--- src/rtl/cic_comp_fir_if.sv ---
// Port bundle for the CIC compensation FIR: sample strobe/data in, coefficient
// write port, filtered strobe/data out plus status and FSM debug state.
interface cic_comp_fir_if #(
    parameter int TAPS = 16
);
    localparam int AW = $clog2(TAPS);

    // Strobe semantics: cke/din and cke_out/dout are valid-only (no ready).
    // busy is advisory; a cke seen while busy is dropped and flags overrun.
    logic                 cke;
    logic signed [15:0]   din;
    logic                 coef_we;
    logic [AW-1:0]        coef_addr;
    logic signed [15:0]   coef_data;
    logic signed [15:0]   dout;
    logic                 cke_out;
    logic                 busy;
    logic                 overrun;
    logic [1:0]           state_dbg;

    modport master (
        output cke, din, coef_we, coef_addr, coef_data,
        input  dout, cke_out, busy, overrun, state_dbg
    );

    modport slave (
        input  cke, din, coef_we, coef_addr, coef_data,
        output dout, cke_out, busy, overrun, state_dbg
    );
endinterface

--- src/rtl/cic_comp_fir.sv ---
// Serial-MAC decimating FIR that flattens CIC passband droop; one tap per
// cycle through a registered multiplier, runtime-writable Q2.14 coefficients.
module cic_comp_fir #(
    parameter int TAPS   = 16,
    parameter int DECI   = 2,
    parameter int CSHIFT = 14
) (
    input  logic            clk,
    input  logic            rst,
    cic_comp_fir_if.slave   bus
);
    localparam int AW  = $clog2(TAPS);
    localparam int PW  = (DECI > 1) ? $clog2(DECI) : 1;
    localparam int ACW = 32 + AW;
    localparam logic [AW:0]            TAPS_W  = (AW+1)'(TAPS);
    localparam logic signed [ACW-1:0]  RND     = ACW'(1) <<< (CSHIFT - 1);
    localparam logic signed [ACW-1:0]  SAT_MAX = ACW'(32767);
    localparam logic signed [ACW-1:0]  SAT_MIN = ACW'(-32768);

    typedef enum logic [1:0] {
        IDLE = 2'd0,
        MAC  = 2'd1,
        OUT  = 2'd2
    } state_t;

    state_t                 state_q, state_d;
    logic [PW-1:0]          phase_q, phase_d;
    logic [AW-1:0]          wptr_q, wptr_d;
    logic [AW-1:0]          base_q, base_d;
    logic [AW-1:0]          tap_q, tap_d;
    logic signed [31:0]     prod_q, prod_d;
    logic                   prod_vld_q, prod_vld_d;
    logic signed [ACW-1:0]  acc_q, acc_d;
    logic                   res_pend_q, res_pend_d;
    logic signed [15:0]     dout_q, dout_d;
    logic                   cke_out_q, cke_out_d;
    logic                   overrun_q, overrun_d;
    logic signed [15:0]     smp_q [TAPS];
    logic signed [15:0]     smp_d [TAPS];
    logic signed [15:0]     coef_q [TAPS];
    logic signed [15:0]     coef_d [TAPS];

    logic [AW:0]            rd_sum;
    logic [AW-1:0]          rd_idx;
    logic signed [ACW-1:0]  rnd_sum;
    logic signed [ACW-1:0]  shifted;

    // Tap k reads x[n-k]: walk backwards from the slot the newest sample landed in.
    always_comb begin
        rd_sum = {1'b0, base_q} + TAPS_W - {1'b0, tap_q};
        if (rd_sum >= TAPS_W) begin
            rd_sum = rd_sum - TAPS_W;
        end
        rd_idx = rd_sum[AW-1:0];
    end

    always_comb begin
        rnd_sum = acc_q + RND;
        shifted = rnd_sum >>> CSHIFT;
    end

    always_comb begin
        state_d    = state_q;
        phase_d    = phase_q;
        wptr_d     = wptr_q;
        base_d     = base_q;
        tap_d      = tap_q;
        prod_d     = prod_q;
        prod_vld_d = 1'b0;
        acc_d      = acc_q;
        res_pend_d = 1'b0;
        dout_d     = dout_q;
        cke_out_d  = 1'b0;
        overrun_d  = overrun_q;
        smp_d      = smp_q;
        coef_d     = coef_q;

        if (bus.coef_we && (int'(bus.coef_addr) < TAPS)) begin
            coef_d[bus.coef_addr] = bus.coef_data;
        end

        if (bus.cke) begin
            if (state_q == IDLE) begin
                smp_d[wptr_q] = bus.din;
                wptr_d = (wptr_q == AW'(TAPS - 1)) ? '0 : wptr_q + 1'b1;
                if (phase_q == PW'(DECI - 1)) begin
                    phase_d = '0;
                    state_d = MAC;
                    base_d  = wptr_q;
                    tap_d   = '0;
                    acc_d   = '0;
                end else begin
                    phase_d = phase_q + 1'b1;
                end
            end else begin
                overrun_d = 1'b1;
            end
        end

        // Products are registered; the accumulator trails the multiplier by one cycle.
        case (state_q)
            MAC: begin
                prod_d     = 32'(coef_q[tap_q]) * 32'(smp_q[rd_idx]);
                prod_vld_d = 1'b1;
                if (prod_vld_q) begin
                    acc_d = acc_q + ACW'(prod_q);
                end
                if (tap_q == AW'(TAPS - 1)) begin
                    state_d = OUT;
                end else begin
                    tap_d = tap_q + 1'b1;
                end
            end
            OUT: begin
                acc_d      = acc_q + ACW'(prod_q);
                res_pend_d = 1'b1;
                state_d    = IDLE;
            end
            default: begin
            end
        endcase

        // acc_q still holds the finished sum here even if a new pass starts this cycle.
        if (res_pend_q) begin
            cke_out_d = 1'b1;
            if (shifted > SAT_MAX) begin
                dout_d = 16'sh7fff;
            end else if (shifted < SAT_MIN) begin
                dout_d = 16'sh8000;
            end else begin
                dout_d = shifted[15:0];
            end
        end
    end

    always_ff @(posedge clk) begin
        if (rst) begin
            state_q    <= IDLE;
            phase_q    <= '0;
            wptr_q     <= '0;
            base_q     <= '0;
            tap_q      <= '0;
            prod_q     <= '0;
            prod_vld_q <= 1'b0;
            acc_q      <= '0;
            res_pend_q <= 1'b0;
            dout_q     <= '0;
            cke_out_q  <= 1'b0;
            overrun_q  <= 1'b0;
            for (int i = 0; i < TAPS; i++) begin
                smp_q[i]  <= '0;
                coef_q[i] <= (i == 0) ? 16'sd16384 : 16'sd0;
            end
        end else begin
            state_q    <= state_d;
            phase_q    <= phase_d;
            wptr_q     <= wptr_d;
            base_q     <= base_d;
            tap_q      <= tap_d;
            prod_q     <= prod_d;
            prod_vld_q <= prod_vld_d;
            acc_q      <= acc_d;
            res_pend_q <= res_pend_d;
            dout_q     <= dout_d;
            cke_out_q  <= cke_out_d;
            overrun_q  <= overrun_d;
            smp_q      <= smp_d;
            coef_q     <= coef_d;
        end
    end

    assign bus.dout      = dout_q;
    assign bus.cke_out   = cke_out_q;
    assign bus.busy      = (state_q != IDLE);
    assign bus.overrun   = overrun_q;
    assign bus.state_dbg = state_q;
endmodule

--- src/flat_wrapper.sv ---
// flat-port wrapper written by rule: the top's interface ports become plain ports
module cic_comp_fir_flat 
#(
    parameter int TAPS   = 16,
    parameter int DECI   = 2,
    parameter int CSHIFT = 14
)
  (clk, rst, bus_cke, bus_din, bus_coef_we, bus_coef_addr, bus_coef_data, bus_dout, bus_cke_out, bus_busy, bus_overrun, bus_state_dbg);
  cic_comp_fir_if #(.TAPS(TAPS)) bus_i ();
  input  logic clk;
  input  logic rst;
  input wire logic [$bits(bus_i.cke)-1:0] bus_cke;
  input wire logic [$bits(bus_i.din)-1:0] bus_din;
  input wire logic [$bits(bus_i.coef_we)-1:0] bus_coef_we;
  input wire logic [$bits(bus_i.coef_addr)-1:0] bus_coef_addr;
  input wire logic [$bits(bus_i.coef_data)-1:0] bus_coef_data;
  output wire logic [$bits(bus_i.dout)-1:0] bus_dout;
  output wire logic [$bits(bus_i.cke_out)-1:0] bus_cke_out;
  output wire logic [$bits(bus_i.busy)-1:0] bus_busy;
  output wire logic [$bits(bus_i.overrun)-1:0] bus_overrun;
  output wire logic [$bits(bus_i.state_dbg)-1:0] bus_state_dbg;
  assign bus_i.cke = bus_cke;
  assign bus_i.din = bus_din;
  assign bus_i.coef_we = bus_coef_we;
  assign bus_i.coef_addr = bus_coef_addr;
  assign bus_i.coef_data = bus_coef_data;
  assign bus_dout = bus_i.dout;
  assign bus_cke_out = bus_i.cke_out;
  assign bus_busy = bus_i.busy;
  assign bus_overrun = bus_i.overrun;
  assign bus_state_dbg = bus_i.state_dbg;
  cic_comp_fir #(.TAPS(TAPS), .DECI(DECI), .CSHIFT(CSHIFT)) u_core (.clk(clk), .rst(rst), .bus(bus_i));
endmodule
--- config.mk ---
export PLATFORM = sky130hd
export DESIGN_NAME = cic_comp_fir_flat
export DESIGN_NICKNAME = d
export VERILOG_FILES = /design/src/rtl/cic_comp_fir_if.sv /design/src/rtl/cic_comp_fir.sv /design/src/flat_wrapper.sv
export SDC_FILE = /design/constraint.sdc
export NUM_CORES = 2
export LEC_CHECK = 0
export BUFFER_PORTS_ARGS = -buffer_cell sky130_fd_sc_hd__clkbuf_2
export CORE_MARGIN = 5
export CORE_UTILIZATION = 30
export DETAILED_ROUTE_END_ITERATION = 10
export SLEW_MARGIN = 20
export SYNTH_ARGS = -nofsm -noshare
export SYNTH_HDL_FRONTEND = slang
export SYNTH_SLANG_ARGS = --single-unit
--- constraint.sdc ---
create_clock -name clk -period 17.1 [get_ports clk]
set_input_delay 0.855 -clock clk [delete_from_list [all_inputs] [get_ports clk]]
set_output_delay 0.855 -clock clk [all_outputs]
set_load 0.05 [all_outputs]
==> flow_summary.toml <==
[die]
dieArea_sq_um = 132000
start_util_pct = 30.3
pin_count = 61
num_rows = 129
core_sq_um = 124000
die_h_um = 364
die_w_um = 364

[critical_path]
path_common_cell = "fa_1"
crit_arrival_ns = 10.77
start_kind = "flip-flop"
cp_slowest_stage_delay_ns = 1.14
end_kind = "flip-flop"
critPathKind = "reg2reg"
path_max_fanout = 40
required_ns = 17.59
critical_path.slowest_cell = "fa_4"
reg2reg_slack_ns = 6.82

[cts]
cts_buffer_depth = 3
cts-buffers-inserted = 67
post_cts_resized = 0
cts_root_buffer = "clkbuf_16"
cts_sinks = 615
path_clk_slew_ns = 0.06
cts_setup_buffers = 0
cts_tree = "built"
cts_htree_levels = 3
clock_latency_ns = 0.63
cts_hold_buf = 0

[pwr]
ir_drop_uv = 75.9
leakage_uw = 0.0157
powerDensity_nw_per_um2 = 82.2

[global_route]
grt_overflow = 0
track_usage_pct = 15.7
grt_pass1_wl_um = 167000
grt_pass1_vias = 29400
grt_start_max_net_pins = 228
antenna_found_initial = 3

[cells_and_area]
syn_to_final_growth_pct = 10.7
drive_gt1_share_pct = 9.54
multiInputGateArea_sq_um = 23000
fin_util_pct = 33.5
nets = 4711
stdcell_count = 5967
fill_cells = 12800
seqCellArea_sq_um = 12300

[logic_synthesis]
synthMuxAreaShare_pct = 9.80
yosys_warnings = 0
async_flop_share_pct = 0
syn_inst = 4388
seq_area_frac_synth_pct = 32.8
synth_edf_count = 0
synth_adder_area_share_pct = 18.4
synthesis.area_sq_um = 37500
synthesis.nets = 4821
synthSimpleGateAreaFrac_pct = 18.5
synth-xor-area-share_pct = 2.15
synth_compound_area_share_pct = 12.0
synth_top_family_by_area = "simple AND/OR/NAND/NOR gates"
yosysUniqueCellTypes = 69
synth-seq-cells = 615
avgSynthCellArea_sq_um = 8.55
ys.flop_type = "dfxtp_1"

[sta]
min_period_ns = 10.28
slew_violations = 0
hold_viol = 0
setup_tns_ns = 0
fin_worst_skew_ns = 0.0288
holdWs_ns = 0.451
tightest_slew_ns = 1.20
setup_violations = 0
rsz0062_at_grt = "false"
slew_headroom_pct = 19.9
clock.fmax_ghz = 0.0973
finalCritPeriodShare_pct = 60.1

[detailed_routing]
route.detailed.drc = 0
drtIter0Drc = 2358
wl_um = 106000
ant_nets = 0
dr.pass1.iters = 5
vias_per_cell = 4.99
dr_total_vias = 29800
avgRoutedWirePerCell_um = 17.7

[placed_design]
dp_cells = 5846
place.gp.congestion = 0.858
port_buffers = 60
hpwl_um = 70300

[run_status]
status = "complete, no violations"

[worst_hold_path]
hold_path.class = "reg2reg"

[job]
maxCapViolations = 0
## cells in the final DEF, fill, tap and decap left out, types with 63 or more instances in the layout
| master | instances |
|---|---|
| a21oi_1 | 587 |
| clkbuf_16 | 69 |
| dfxtp_1 | 612 |
| fa_1 | 264 |
| ha_1 | 126 |
| inv_1 | 316 |
| mux4_2 | 135 |
| nand2_1 | 1215 |
| nor2_1 | 180 |
| nor2b_1 | 88 |
| xnor2_1 | 63 |
## per-layer routing
metal | wire length [um] | part of all wire [%] | GRT usage [%] | vias up
li1 | - | - | - | 14200
met1 | 48500 | 46 | 22.4 | 14600
met2 | 48100 | 46 | 25.3 | 880
met3 | 7010 | 6.6 | 2.47 | 125
met4 | 2020 | 1.9 | 3.67 | 0
met5 | 0 | 0 | 0 | -
## synth_stat cells, types with 8 or more instances
cell type | instances | share of area, %
nand2_1 | 1215 | 12
dfxtp_1 | 615 | 33
a21oi_1 | 587 | 7.8
inv_1 | 316 | 3.2
fa_1 | 265 | 14
clkbuf_1 | 236 | 2.4
nor2_1 | 192 | 1.9
mux4_2 | 135 | 8.1
ha_1 | 128 | 4.3
nor2b_1 | 88 | 1.5
xnor2_1 | 64 | 1.5
nand3_1 | 46 | 0.61
mux2i_1 | 43 | 1.1
a211oi_1 | 35 | 0.70
nand2b_1 | 35 | 0.58
a21o_1 | 31 | 0.62
buf_2 | 30 | 0.40
xor2_1 | 28 | 0.65
and2_1 | 26 | 0.43
buf_1 | 25 | 0.25
o21ai_0 | 24 | 0.32
nor3_1 | 21 | 0.28
a22oi_1 | 20 | 0.40
mux2_2 | 17 | 0.51
nand4_1 | 17 | 0.28
a22o_1 | 14 | 0.33
o21ai_1 | 14 | 0.19
o21bai_1 | 10 | 0.20
and3_1 | 8 | 0.13
or2_2 | 8 | 0.13
## area by class of cell
cell class | instances | share of cell area [%]
diodes | 1 | 0.00603
clock buffers | 99 | 4.62
clock inverters | 21 | 0.802
inverters | 316 | 2.86
multi-input cells | 3161 | 55.3
flip-flops and latches | 615 | 29.7
well taps | 1637 | 4.93
repair buffers | 117 | 1.81
## sequential cells by signal, summed over array words and instances, names as in the netlist
| register | count |
|---|---|
| u_core.base_q | 4 |
| u_core.res_pend_q | 1 |
| u_core.bus.dout | 16 |
| u_core.phase_q | 1 |
| u_core.acc_q | 36 |
| u_core.tap_q | 4 |
| u_core.prod_q | 32 |
| u_core.wptr_q | 4 |
| u_core.bus.state_dbg | 2 |
| u_core.bus.cke_out | 1 |
| u_core.bus.overrun | 1 |
| u_core.coef_q | 256 |
| u_core.prod_vld_q | 1 |
| u_core.smp_q | 256 |
## power breakdown
part / total, uW / leakage [uW] / internal [uW] / switching (uW)
Clock: 1510 / 0.00110 / 890 / 616
Combinational: 440 / 0.00962 / 152 / 288
Sequential: 1470 / 0.00496 / 1450 / 16.8
## worst paths after layout
check,to,startpoint,depth (start not counted)
min,u_core.smp_q[176],u_core.smp_q[176],2
max reg2reg,u_core.prod_q[22],u_core.tap_q[0],27
min reg2reg,u_core.smp_q[176],u_core.smp_q[176],2
max,u_core.prod_q[22],u_core.tap_q[0],27
## critical path, delay by kind of cell (launching register included)
family	cells	cell delay, ns
AOI/OAI and AO/OA	6	1.68
and+or+nand+nor	2	0.46
muxes	2	0.88
adders and majority gates	9	4.71
xor gates and xnor gates	1	0.24
buffers and inverters	7	1.32
DFF	1	0.81
## cell families (layout without fill, tap and decap cells)
group / after synthesis / in the layout
AND/OR/NAND/NOR: 1681 / 1681
AO/OA/AOI/OAI: 799 / 799
flip-flops: 615 / 615
buffers and inverters: 612 / 553
adder cells (fa/ha/maj): 393 / 393
multiplexers: 196 / 196
XOR/XNOR: 92 / 92
other: 0 / 1
## metrics by stage
step           instance area (sq um)  total power [uW]  setup slack (ns)
2_1_floorplan                  37500              1810              8.24
3_3_place_gp                   39300              1930              6.85
3_5_place_dp                   39300              1940              6.73
4_1_cts                        41500              3450              6.71
5_1_grt                        41500              3550              6.13
6_report                       41500              3410              6.82
Power figures use the tool's default switching activity.
